`src/rtl/i2c_slave_bus_detect_block_pkg.sv`:
```
// Shared definitions for the I2C slave bus detector: FSM state encoding,
// byte width and the default glitch-filter length.
package i2c_slave_bus_detect_block_pkg;

    typedef enum logic [1:0] {
        ST_IDLE = 2'd0,
        ST_RECV = 2'd1,
        ST_ACK  = 2'd2
    } detect_state_t;

    localparam logic [3:0] I2C_BYTE_BITS      = 4'd8;
    localparam int unsigned DEFAULT_FILTER_LEN = 3;

endpackage

```
`src/rtl/i2c_slave_bus_detect_block_line_filter.sv`:
```
// Conditions one raw bus line: 2-flop synchroniser followed by a 4-bit
// persistence counter. The filtered value only follows the synchronised
// value after it has differed for FILTER_LEN consecutive clocks.
// Ports:
//   clk       core clock, rising edge
//   rst       synchronous active-high reset (line resets to idle-high)
//   line_raw  asynchronous pad input
//   line_filt filtered, registered line value
module i2c_slave_bus_detect_block_line_filter
    import i2c_slave_bus_detect_block_pkg::*;
#(
    parameter int unsigned FILTER_LEN = DEFAULT_FILTER_LEN
) (
    input  logic clk,
    input  logic rst,
    input  logic line_raw,
    output logic line_filt
);

    // Toggle happens on the clock where the counter would reach FILTER_LEN,
    // so total raw-to-filtered latency is 2 + FILTER_LEN clocks.
    localparam logic [3:0] CNT_LAST = 4'(FILTER_LEN - 1);

    logic       sync1_r;
    logic       sync2_r;
    logic       filt_r;
    logic [3:0] cnt_r;
    logic       filt_n_s;
    logic [3:0] cnt_n_s;

    // Persistence counter next-state
    always_comb begin
        filt_n_s = filt_r;
        cnt_n_s  = 4'd0;
        if (sync2_r != filt_r) begin
            if (cnt_r == CNT_LAST) begin
                filt_n_s = ~filt_r;
                cnt_n_s  = 4'd0;
            end else begin
                filt_n_s = filt_r;
                cnt_n_s  = cnt_r + 4'd1;
            end
        end else begin
            filt_n_s = filt_r;
            cnt_n_s  = 4'd0;
        end
    end

    // Synchroniser, filter counter and filtered value registers
    always_ff @(posedge clk) begin
        if (rst) begin
            sync1_r <= 1'b1;
            sync2_r <= 1'b1;
            filt_r  <= 1'b1;
            cnt_r   <= 4'd0;
        end else begin
            sync1_r <= line_raw;
            sync2_r <= sync1_r;
            filt_r  <= filt_n_s;
            cnt_r   <= cnt_n_s;
        end
    end

    assign line_filt = filt_r;

endmodule

```
`src/rtl/i2c_slave_bus_detect_block.sv`:
```
// I2C slave bus detector: filters SCL/SDA, reports SCL edges and
// START/STOP conditions, shifts in bytes MSB-first and flags the ACK clock.
// Ports:
//   i2c_core_clock_i  core clock          reset_bit_i  sync active-high reset
//   enable_i          detector enable     scl_i/sda_i  raw pad lines
//   scl_o/sda_o       filtered lines      scl_rise_o/scl_fall_o  SCL edge pulses
//   start_o/stop_o    bus condition pulses bus_busy_o  START..STOP window
//   rx_data_o         last complete byte  rx_valid_o   byte-complete pulse
//   bit_count_o       bits of current byte ack_phase_o 9th clock flag
module i2c_slave_bus_detect_block
    import i2c_slave_bus_detect_block_pkg::*;
#(
    parameter int unsigned FILTER_LEN = DEFAULT_FILTER_LEN
) (
    input  logic       i2c_core_clock_i,
    input  logic       reset_bit_i,
    input  logic       enable_i,
    input  logic       scl_i,
    input  logic       sda_i,
    output logic       scl_o,
    output logic       sda_o,
    output logic       scl_rise_o,
    output logic       scl_fall_o,
    output logic       start_o,
    output logic       stop_o,
    output logic       bus_busy_o,
    output logic [7:0] rx_data_o,
    output logic       rx_valid_o,
    output logic [3:0] bit_count_o,
    output logic       ack_phase_o
);

    logic          scl_f_s;
    logic          sda_f_s;
    logic          scl_d_r;
    logic          sda_d_r;
    logic          rise_s;
    logic          fall_s;
    logic          start_s;
    logic          stop_s;

    detect_state_t state_r,   state_n_s;
    logic          busy_r,    busy_n_s;
    logic [3:0]    cnt_r,     cnt_n_s;
    logic [7:0]    shift_r,   shift_n_s;
    logic [7:0]    rx_data_r, rx_data_n_s;
    logic          valid_r,   valid_n_s;
    logic          ack_r,     ack_n_s;

    i2c_slave_bus_detect_block_line_filter #(.FILTER_LEN(FILTER_LEN)) u_scl_filter (
        .clk       (i2c_core_clock_i),
        .rst       (reset_bit_i),
        .line_raw  (scl_i),
        .line_filt (scl_f_s)
    );

    i2c_slave_bus_detect_block_line_filter #(.FILTER_LEN(FILTER_LEN)) u_sda_filter (
        .clk       (i2c_core_clock_i),
        .rst       (reset_bit_i),
        .line_raw  (sda_i),
        .line_filt (sda_f_s)
    );

    // Edge/condition detection needs both SCL samples high, so an SDA change
    // coincident with an SCL edge never reads as START or STOP.
    assign rise_s  = enable_i &  scl_f_s & ~scl_d_r;
    assign fall_s  = enable_i & ~scl_f_s &  scl_d_r;
    assign start_s = enable_i &  sda_d_r & ~sda_f_s & scl_f_s & scl_d_r;
    assign stop_s  = enable_i & ~sda_d_r &  sda_f_s & scl_f_s & scl_d_r;

    // FSM next-state, shift register and byte-complete logic
    always_comb begin
        state_n_s   = state_r;
        busy_n_s    = busy_r;
        cnt_n_s     = cnt_r;
        shift_n_s   = shift_r;
        rx_data_n_s = rx_data_r;
        valid_n_s   = 1'b0;
        ack_n_s     = ack_r;
        if (!enable_i) begin
            state_n_s = ST_IDLE;
            busy_n_s  = 1'b0;
            cnt_n_s   = 4'd0;
            ack_n_s   = 1'b0;
        end else if (start_s) begin
            // Also covers repeated START mid-byte or mid-ACK
            state_n_s = ST_RECV;
            busy_n_s  = 1'b1;
            cnt_n_s   = 4'd0;
            shift_n_s = 8'h00;
            ack_n_s   = 1'b0;
        end else if (stop_s) begin
            state_n_s = ST_IDLE;
            busy_n_s  = 1'b0;
            cnt_n_s   = 4'd0;
            ack_n_s   = 1'b0;
        end else begin
            case (state_r)
                ST_IDLE: begin
                    state_n_s = ST_IDLE;
                end
                ST_RECV: begin
                    if (rise_s && (cnt_r < I2C_BYTE_BITS)) begin
                        shift_n_s = {shift_r[6:0], sda_f_s};
                        cnt_n_s   = cnt_r + 4'd1;
                        if (cnt_r == (I2C_BYTE_BITS - 4'd1)) begin
                            rx_data_n_s = {shift_r[6:0], sda_f_s};
                            valid_n_s   = 1'b1;
                        end else begin
                            valid_n_s   = 1'b0;
                        end
                    end else if (fall_s && (cnt_r == I2C_BYTE_BITS)) begin
                        state_n_s = ST_ACK;
                        ack_n_s   = 1'b1;
                    end else begin
                        state_n_s = ST_RECV;
                    end
                end
                ST_ACK: begin
                    if (fall_s) begin
                        state_n_s = ST_RECV;
                        ack_n_s   = 1'b0;
                        cnt_n_s   = 4'd0;
                    end else begin
                        state_n_s = ST_ACK;
                    end
                end
                default: begin
                    state_n_s = ST_IDLE;
                    busy_n_s  = 1'b0;
                    cnt_n_s   = 4'd0;
                    ack_n_s   = 1'b0;
                end
            endcase
        end
    end

    // State, datapath and delayed-line registers
    always_ff @(posedge i2c_core_clock_i) begin
        if (reset_bit_i) begin
            scl_d_r   <= 1'b1;
            sda_d_r   <= 1'b1;
            state_r   <= ST_IDLE;
            busy_r    <= 1'b0;
            cnt_r     <= 4'd0;
            shift_r   <= 8'h00;
            rx_data_r <= 8'h00;
            valid_r   <= 1'b0;
            ack_r     <= 1'b0;
        end else begin
            scl_d_r   <= scl_f_s;
            sda_d_r   <= sda_f_s;
            state_r   <= state_n_s;
            busy_r    <= busy_n_s;
            cnt_r     <= cnt_n_s;
            shift_r   <= shift_n_s;
            rx_data_r <= rx_data_n_s;
            valid_r   <= valid_n_s;
            ack_r     <= ack_n_s;
        end
    end

    assign scl_o       = scl_f_s;
    assign sda_o       = sda_f_s;
    assign scl_rise_o  = rise_s;
    assign scl_fall_o  = fall_s;
    assign start_o     = start_s;
    assign stop_o      = stop_s;
    assign bus_busy_o  = busy_r;
    assign rx_data_o   = rx_data_r;
    assign rx_valid_o  = valid_r & enable_i;
    assign bit_count_o = cnt_r;
    assign ack_phase_o = ack_r;

endmodule

```
`config.mk`:
```
export PLATFORM = sky130hd
export DESIGN_NAME = i2c_slave_bus_detect_block
export DESIGN_NICKNAME = d
export VERILOG_FILES = /design/src/rtl/i2c_slave_bus_detect_block_pkg.sv /design/src/rtl/i2c_slave_bus_detect_block_line_filter.sv /design/src/rtl/i2c_slave_bus_detect_block.sv
export SDC_FILE = /design/constraint.sdc
export NUM_CORES = 1
export LEC_CHECK = 0
export CAP_MARGIN = 20
export CELL_PAD_IN_SITES_DETAIL_PLACEMENT = 0
export CELL_PAD_IN_SITES_GLOBAL_PLACEMENT = 1
export CORE_ASPECT_RATIO = 0.6
export CORE_MARGIN = 4
export CORE_UTILIZATION = 43
export CTS_CLUSTER_SIZE = 8
export DETAILED_ROUTE_END_ITERATION = 8
export PLACE_DENSITY_LB_ADDON = 0.3
export SYNTH_ARGS = -nofsm -noshare
export SYNTH_HDL_FRONTEND = slang
export SYNTH_SLANG_ARGS = --single-unit
```
`constraint.sdc`:
```
create_clock -name i2c_core_clock_i -period 3.9 [get_ports i2c_core_clock_i]
set_input_delay 1.17 -clock i2c_core_clock_i [delete_from_list [all_inputs] [get_ports i2c_core_clock_i]]
set_output_delay 1.17 -clock i2c_core_clock_i [all_outputs]
set_load 0.005 [all_outputs]
```
==> summary.txt, run 1 <==
Finish
  • Fillers: ~340
  • Ant. Diodes: 0
  • Register area: 800.8 sq um
  • Post-route cell area: approximately 2100 sq um
  • Commonest non-fill, non-tap cell in the layout: dfxtp_1
  • Final nets: about 240
  • Footprint of the multi-input gates: about 830 sq um
  • Syn-to-layout area delta: 24.14%
  • Layout cell share with drive strength beyond 1: 10.91%
  • Most frequent cells in the layout: 40 x dfxtp_1, 25 x clkdlybuf4s50_1, 18 x nor2_1
  • Final Core Density: between 50 and 60%

Worst setup path
  • Worst Path Buf+Inv: 3
  • CP required: 2.73 ns
  • Critical path endpoint category: output pin
  • Worst path top cell family by delay: buffers and inverters
  • Crit-path max FO: 2
  • Cell repeated most along the worst path: clkdlybuf4s50_1
  • Critical path class: in -> out
  • Worst setup SP type: primary input
  • CP Cell Sequence: clkdlybuf4s50_1 > nand2_1 > or3_1 > inv_1 > clkdlybuf4s50_1
  • Max stage delay cell, worst path: clkdlybuf4s50_1
  • Slowest stage delay, CP: 0.49 ns
  • Critical path arrival: roughly 2.6 ns

Global route
  • First-pass GRT wire length: 5823 um
  • Initial antenna violation count: 0
  • Vias in the first global route: 1307
  • Total GRT Usage: 14.64%
  • Largest net degree at the start of global routing: 26
  • Grt ovf: 0

Floorplanning
  • # rows: 17
  • Core ar.: 3744 sq um
  • Die ar.: 5084 sq um
  • Die W: 89.42 um
  • Die height: 56.86 um
  • # IOs: 26
  • Initial core utilization: 45.69%

Logic synthesis
  • Top FF cell, synth: dfxtp_1
  • Yosys cell types: 34
  • Post-synth EDFFs: 0
  • Yosys warns: 0
  • Async S/R FF share, synth: 0%
  • Synthesized area: 1710 sq um
  • Mapped Cells: roughly 190
  • Syn_nets: 202
  • Seq/Total Area, Yosys: a little under half
  • FF+latch count, synth: 40
  • Syn avg cell area: 9.146 sq um

Clock network
  • Worst-Skew Late Latency: roughly 0.28 ns
  • CTS tree: built
  • Post-CTS Hold Fix Bufs: 0
  • Clock buffer depth: 2
  • TritonCTS Sinks: 40
  • Total CTS buffers: 5
  • Reg clk slew, reported paths: 0.07 ns
  • Root buf cell: clkbuf_8
  • # H-tree levels: 2
  • Post-cts sizing count: 0
  • Post-CTS Setup Bufs: 0

Placement
  • IO buf count: 25
  • Placed Area: 2042 sq um
  • Post-DP HPWL: between 2000 and 3000 um
  • GPL Wtd Cong: 0.8571

Pwr
  • Pwr Density: 324.0 nW/um^2
  • Leak: approximately 0.76 nW
  • Design Power: a little under 700 uW
  • VDD IR-drop max: 222.1 uV

Detailed routing
  • Via count: 1368
  • DR WL/cell: about 13 um
  • Post-Route WL: ~3500 um
  • Number of vias per cell: 5.124
  • Detailed Route Iter0 Violations: 48
  • Drt pass-1 iters: 4
  • DRC: 0
  • Antenna Nets Post-Route: 0

STA
  • Final setup violation count: 0
  • Final Cycle Share: 97.41%
  • Hold Vio Cnt, Final: 0
  • Setup TNS: 0 ns
  • RSZ-0062 raised after global routing: no
  • Max Slew Vio Count: 0
  • Final Skew: 0.007247 ns
  • Worst slew margin relative to its limit: between 50% and 60%
  • Maximum clock frequency: approximately 260 MHz
  • Worst slew pin tran: 0.7292 ns
  • Min Tclk post-route: 3.799 ns

Outcome
  • Outcome: finished clean

Hold path
  • HP Class: reg -> reg

Job
  • Max cap viols: 0
## per-layer routing
layer	track usage [%]	part of all wire, %
met5	0	0
met4	3.185	0.40
met3	4.399	3.9
met2	23.19	47
met1	19.56	49
## report_power, final
part	leakage, nW	internal, mW	switching, mW	total, mW
registers	0.323	0.411	0.00169	0.413
logic	0.398	0.00917	0.00942	0.0186
clock network	0.0400	0.121	0.136	0.257
## Yosys cell counts, drive strengths merged (3+ instances only)
master	count	share of area [%]
dfxtp	40	47
nor2	18	3.9
nand2	17	3.7
nand3	16	5.0
a21oi	13	3.8
inv	12	2.6
ha	10	7.3
mux2i	8	4.7
or2	6	2.2
xnor2	5	2.6
buf	4	1.7
a31oi	3	1.1
and2	3	1.1
nor2b	3	1.1
nor4	3	1.1
or3	3	1.1
## per-stage QoR
stage	hold slack (ns)	std cells	setup WS [ns]
final	0.4142	267	0.1011
after global routing	0.4376	267	0.05330
after CTS	0.4167	267	0.08434
after detailed placement	0.3983	260	0.09601
after global placement	0.3908	260	0.09405
after floorplan	0.3895	187	1.021
## worst paths after layout
| kind | cells after the start | slack [ns] | end | startpoint |
|---|---|---|---|---|
| worst min register to register | 1 | 0.41 | u_sda_filter.sync2_r$_SDFF_PP1_ | u_sda_filter.sync1_r$_SDFF_PP1_ |
| worst max register to register | 6 | 1.95 | shift_r[3]$_SDFFE_PP0P_ | state_r[1]$_SDFFE_PP0P_ |
| worst min-delay path | 1 | 0.41 | u_sda_filter.sync2_r$_SDFF_PP1_ | u_sda_filter.sync1_r$_SDFF_PP1_ |
| worst max-delay path | 5 | 0.10 | start_o | enable_i |
## cells by family (layout without fill, tap and decap cells)
| logic type | Yosys count | after routing | synth area share (%) |
|---|---|---|---|
| multiplexers | 8 | 8 | 4.682 |
| XOR/XNOR | 7 | 7 | 3.585 |
| buffers and inverters | 18 | 51 | 4.755 |
| AND/OR/NAND/NOR | 79 | 79 | 23.63 |
| AO/OA/AOI/OAI | 25 | 25 | 9.217 |
| flip-flops | 40 | 40 | 46.82 |
| adder cells (fa/ha/maj) | 10 | 10 | 7.315 |
## flip-flops by register name, summed over array words and instances (netlist names)
name and count:
u_scl_filter.cnt_r 4, shift_r 7, ack_phase_o 1, valid_r 1
state_r 2, u_sda_filter.sync1_r 1, bus_busy_o 1, u_scl_filter.sync2_r 1
u_scl_filter.sync1_r 1, u_scl_filter.line_filt 1, rx_data_o 8, sda_d_r 1
u_sda_filter.sync2_r 1, scl_d_r 1, u_sda_filter.line_filt 1, bit_count_o 4
u_sda_filter.cnt_r 4
## layout make-up
cell class,count,area share (%)
timing repair buffer,32,14.26
clock inverter,2,0.5893
tap,47,2.770
sequential,40,37.71
clock buffer,5,3.241
multi-input combinational,129,39.30
inverter,12,2.121
Power figures use the tool's default switching activity.
==> inputs of run 2 (changes only) <==
- ABC_AREA: unset -> 1
- CORE_UTILIZATION: 43 -> 42
- SKIP_LAST_GASP: unset -> 1
==> run 2 against run 1 <==
  * Clock skew down 0.0023 ns
  * Worst setup slack gained 0.080 ns
  * Global-route usage is 0.78 points lower
  * Register-to-register slack improved by 0.48 ns
  * Non-clock buffer count decreased by 4
  * First-iteration DRC count down 31%
  * Total power rose by 2.5%
  * Critical path type unchanged
  * Largest cell class unchanged
==> summary.txt, run 2 <==
STA
  • Setup TNS: 0 ns (unchanged)
  • Max Slew Vio Count: 0 (unchanged)
  • Hold Vio Cnt, Final: 0 (unchanged)
  • RSZ-0062 raised after global routing: no
  • Final setup violation count: 0 (unchanged)
  • Worst slew margin relative to its limit: 71.11% (+20 points)
  • Worst slew pin tran: 0.4319 ns (-0.2973 ns)
  • Final Cycle Share: 95.35% (-2.1 points)
  • Final Skew: 0.004957 ns (-0.002290 ns)
  • Worst hold slack: 0.4098 ns (-0.004421 ns)
  • Maximum clock frequency: 268.9 MHz (+2.2%)
  • Min Tclk post-route: 3.719 ns (-0.08009 ns)

Detailed routing
  • DRC: 0 (unchanged)
  • M1 WL: 1939 um (+13%)
  • Met3 wire length: 151 um (+9.4%)
  • Detailed Route Iter0 Violations: 33 (-31%)
  • Antenna Nets Post-Route: 0 (unchanged)
  • DR WL/cell: 11.32 um (-14%)
  • Via count: 1414 (+3.4%)
  • Top sig layer: met4
  • Post-Route WL: 3350 um (-5.1%)
  • Number of vias per cell: 4.777 (-6.8%)
  • Drt pass-1 iters: 4 (unchanged)
  • Routed wl met2: 1246 um (-25%)

Logic synthesis
  • FF+latch count, synth: 40 (unchanged)
  • Seq/Total Area, Yosys: 46.82% (unchanged)
  • Yosys cell types: 24 (-29%)
  • Count leader, synth: nand2_1
  • Post-synth EDFFs: 0 (unchanged)
  • Synthesized area: 1710 sq um (unchanged)
  • Top cells by area, synth: dfxtp_1 47%, nand2_1 10%, nor2_1 7.5%
  • Area leader, netlist: dfxtp_1
  • Mapped Cells: 215 (+15%)
  • Syn_nets: 230 (+14%)
  • Share of the synthesized area in the top cell type: 46.82% (unchanged)
  • Synth cell count leaders: 46 x nand2_1, 40 x dfxtp_1, 34 x nor2_1, 18 x nand3_1, 17 x inv_1
  • Yosys warns: 0 (unchanged)
  • Syn avg cell area: 7.955 sq um (-13%)
  • Top FF cell, synth: dfxtp_1
  • Async S/R FF share, synth: 0% (unchanged)

Job
  • Max cap viols: 0 (unchanged)

Finish
  • Fillers: 356 (+6.0%)
  • Syn-to-layout area delta: 23.99%
  • Commonest non-fill, non-tap cell in the layout: nand2_1
  • Most frequent cells in the layout: 46 x nand2_1, 40 x dfxtp_1, 34 x nor2_1
  • Number of flip-flops in the largest register: 8 (unchanged)
  • Ant. Diodes: 0 (unchanged)
  • Footprint of the multi-input gates: 815.8 sq um (-2.2%)
  • Final nets: 263 (+12%)
  • Final Core Density: 56.01% (-0.70 points)
  • Layout cell share with drive strength beyond 1: 8.835% (-2.1 points)
  • Register area: 800.8 sq um (unchanged)

Clock network
  • Post-CTS Setup Bufs: 0 (unchanged)
  • Clock buffer depth: 2 (unchanged)
  • Reg clk slew, reported paths: 0.07 ns (about the same)
  • TritonCTS Sinks: 40 (unchanged)
  • # H-tree levels: 2 (unchanged)
  • Post-cts sizing count: 0 (unchanged)
  • Post-CTS Hold Fix Bufs: 0 (unchanged)
  • Worst-Skew Late Latency: 0.28 ns (about the same)
  • Total CTS buffers: 5 (unchanged)
  • Root buf cell: clkbuf_8
  • CTS tree: built

Floorplanning
  • Die height: 57.43 um (+1.0%)
  • Die ar.: 5191 sq um (+2.1%)
  • # rows: 17 (unchanged)
  • Die W: 90.39 um (+1.1%)
  • Core ar.: 3786 sq um (+1.1%)
  • # IOs: 26 (unchanged)
  • Initial core utilization: 45.18% (-0.51 points)

Pwr
  • VDD IR-drop max: 222.5 uV (+0.14%)
  • Design Power: 705.4 uW (+2.5%)
  • Leak: 0.8867 nW (+16%)
  • Pwr Density: 332.6 nW/um^2 (+2.6%)

Worst setup path
  • CP Cell Sequence: clkdlybuf4s50_1 > nand3_1 > nor3_1 > clkdlybuf4s50_1
  • Critical path arrival: 2.55 ns (-0.08 ns)
  • Crit-path max FO: 2 (unchanged)
  • Max stage delay cell, worst path: clkdlybuf4s50_1
  • Slowest stage delay, CP: 0.55 ns (+0.06 ns)
  • Critical path class: in -> out
  • Worst setup SP type: primary input
  • CP required: 2.73 ns (about the same)
  • Critical path endpoint category: output pin
  • Cell repeated most along the worst path: clkdlybuf4s50_1

Placement
  • GPL Wtd Cong: 0.8125 (-5.2%)
  • IO buf count: 25 (unchanged)
  • Post-DP HPWL: 2522 um (-4.3%)

Global route
  • Largest net degree at the start of global routing: 16 (-38%)
  • Total GRT Usage: 13.86% (-0.78 points)
  • Initial antenna violation count: 0 (unchanged)
  • Grt ovf: 0 (unchanged)
  • Vias in the first global route: 1248 (-4.5%)
  • First-pass GRT wire length: 5858 um (+0.60%)

Hold path
  • HP Class: reg -> reg

Outcome
  • Outcome: finished clean
-- run 2: cell count changes in the layout (fill, tap and decap cells not counted), sizes merged, moves of 4 or more --
cell,delta
nor2,+18
nand2,+30
buf,-4
o21ai,+8
inv,+7
mux2i,-8
-- run 2: final timing paths --
path / slack [ns] / start / to / depth (start not counted)
max: 0.18 / enable_i / stop_o / 4
max reg2reg: 2.43 / state_r[1]$_SDFFE_PP0P_ / rx_data_o[6]$_SDFFE_PP0P_ / 7
min reg2reg: 0.41 / u_sda_filter.sync1_r$_SDFF_PP1_ / u_sda_filter.sync2_r$_SDFF_PP1_ / 1
min: 0.41 / u_sda_filter.sync1_r$_SDFF_PP1_ / u_sda_filter.sync2_r$_SDFF_PP1_ / 1
-- run 2: area by class of cell --
cell class / instances / share of cell area, %
Multi-Input combinational cell: 153 / 38.47
Tap cell: 47 / 2.773
Inverter: 20 / 3.894
Sequential cell: 40 / 37.76
Timing Repair Buffer: 28 / 12.86
Clock buffer: 8 / 4.248
-- run 2: cell families after synthesis --
kind of cell,share of synthesized area [%]
flops,46.82
buf+inv,5.486
xor+xnor,3.072
fa+ha+maj,7.315
compound gates,8.047
simple gates,29.26
-- run 2: critical path, delay by kind of cell --
| kind | cells | cell delay [ns] |
|---|---|---|
| buf+inv | 2 | 1.03 |
| simple gates | 2 | 0.35 |
-- run 2: report_power, final --
group	switching [mW]	internal, mW	total [mW]
clock network	0.129	0.144	0.273
registers	0.00167	0.411	0.413
logic	0.0109	0.00849	0.0194
total	0.142	0.564	0.705
-- run 2: per-layer routing --
metal | vias to the layer above | GRT usage (%)
li1 | 754 | -
met1 | 634 | 21.71
met2 | 24 | 17.62
met3 | 2 | 4.611
met4 | 0 | 3.268
met5 | - | 0
-- run 2: metrics by stage --
step	setup WS, ns	area [sq um]	std cells
3_3_place_gp	0.1679	2031	288
2_1_floorplan	1.204	1710	215
4_1_cts	0.1641	2121	296
3_5_place_dp	0.1918	2031	288
5_1_grt	0.05428	2121	296
6_report	0.1812	2121	296
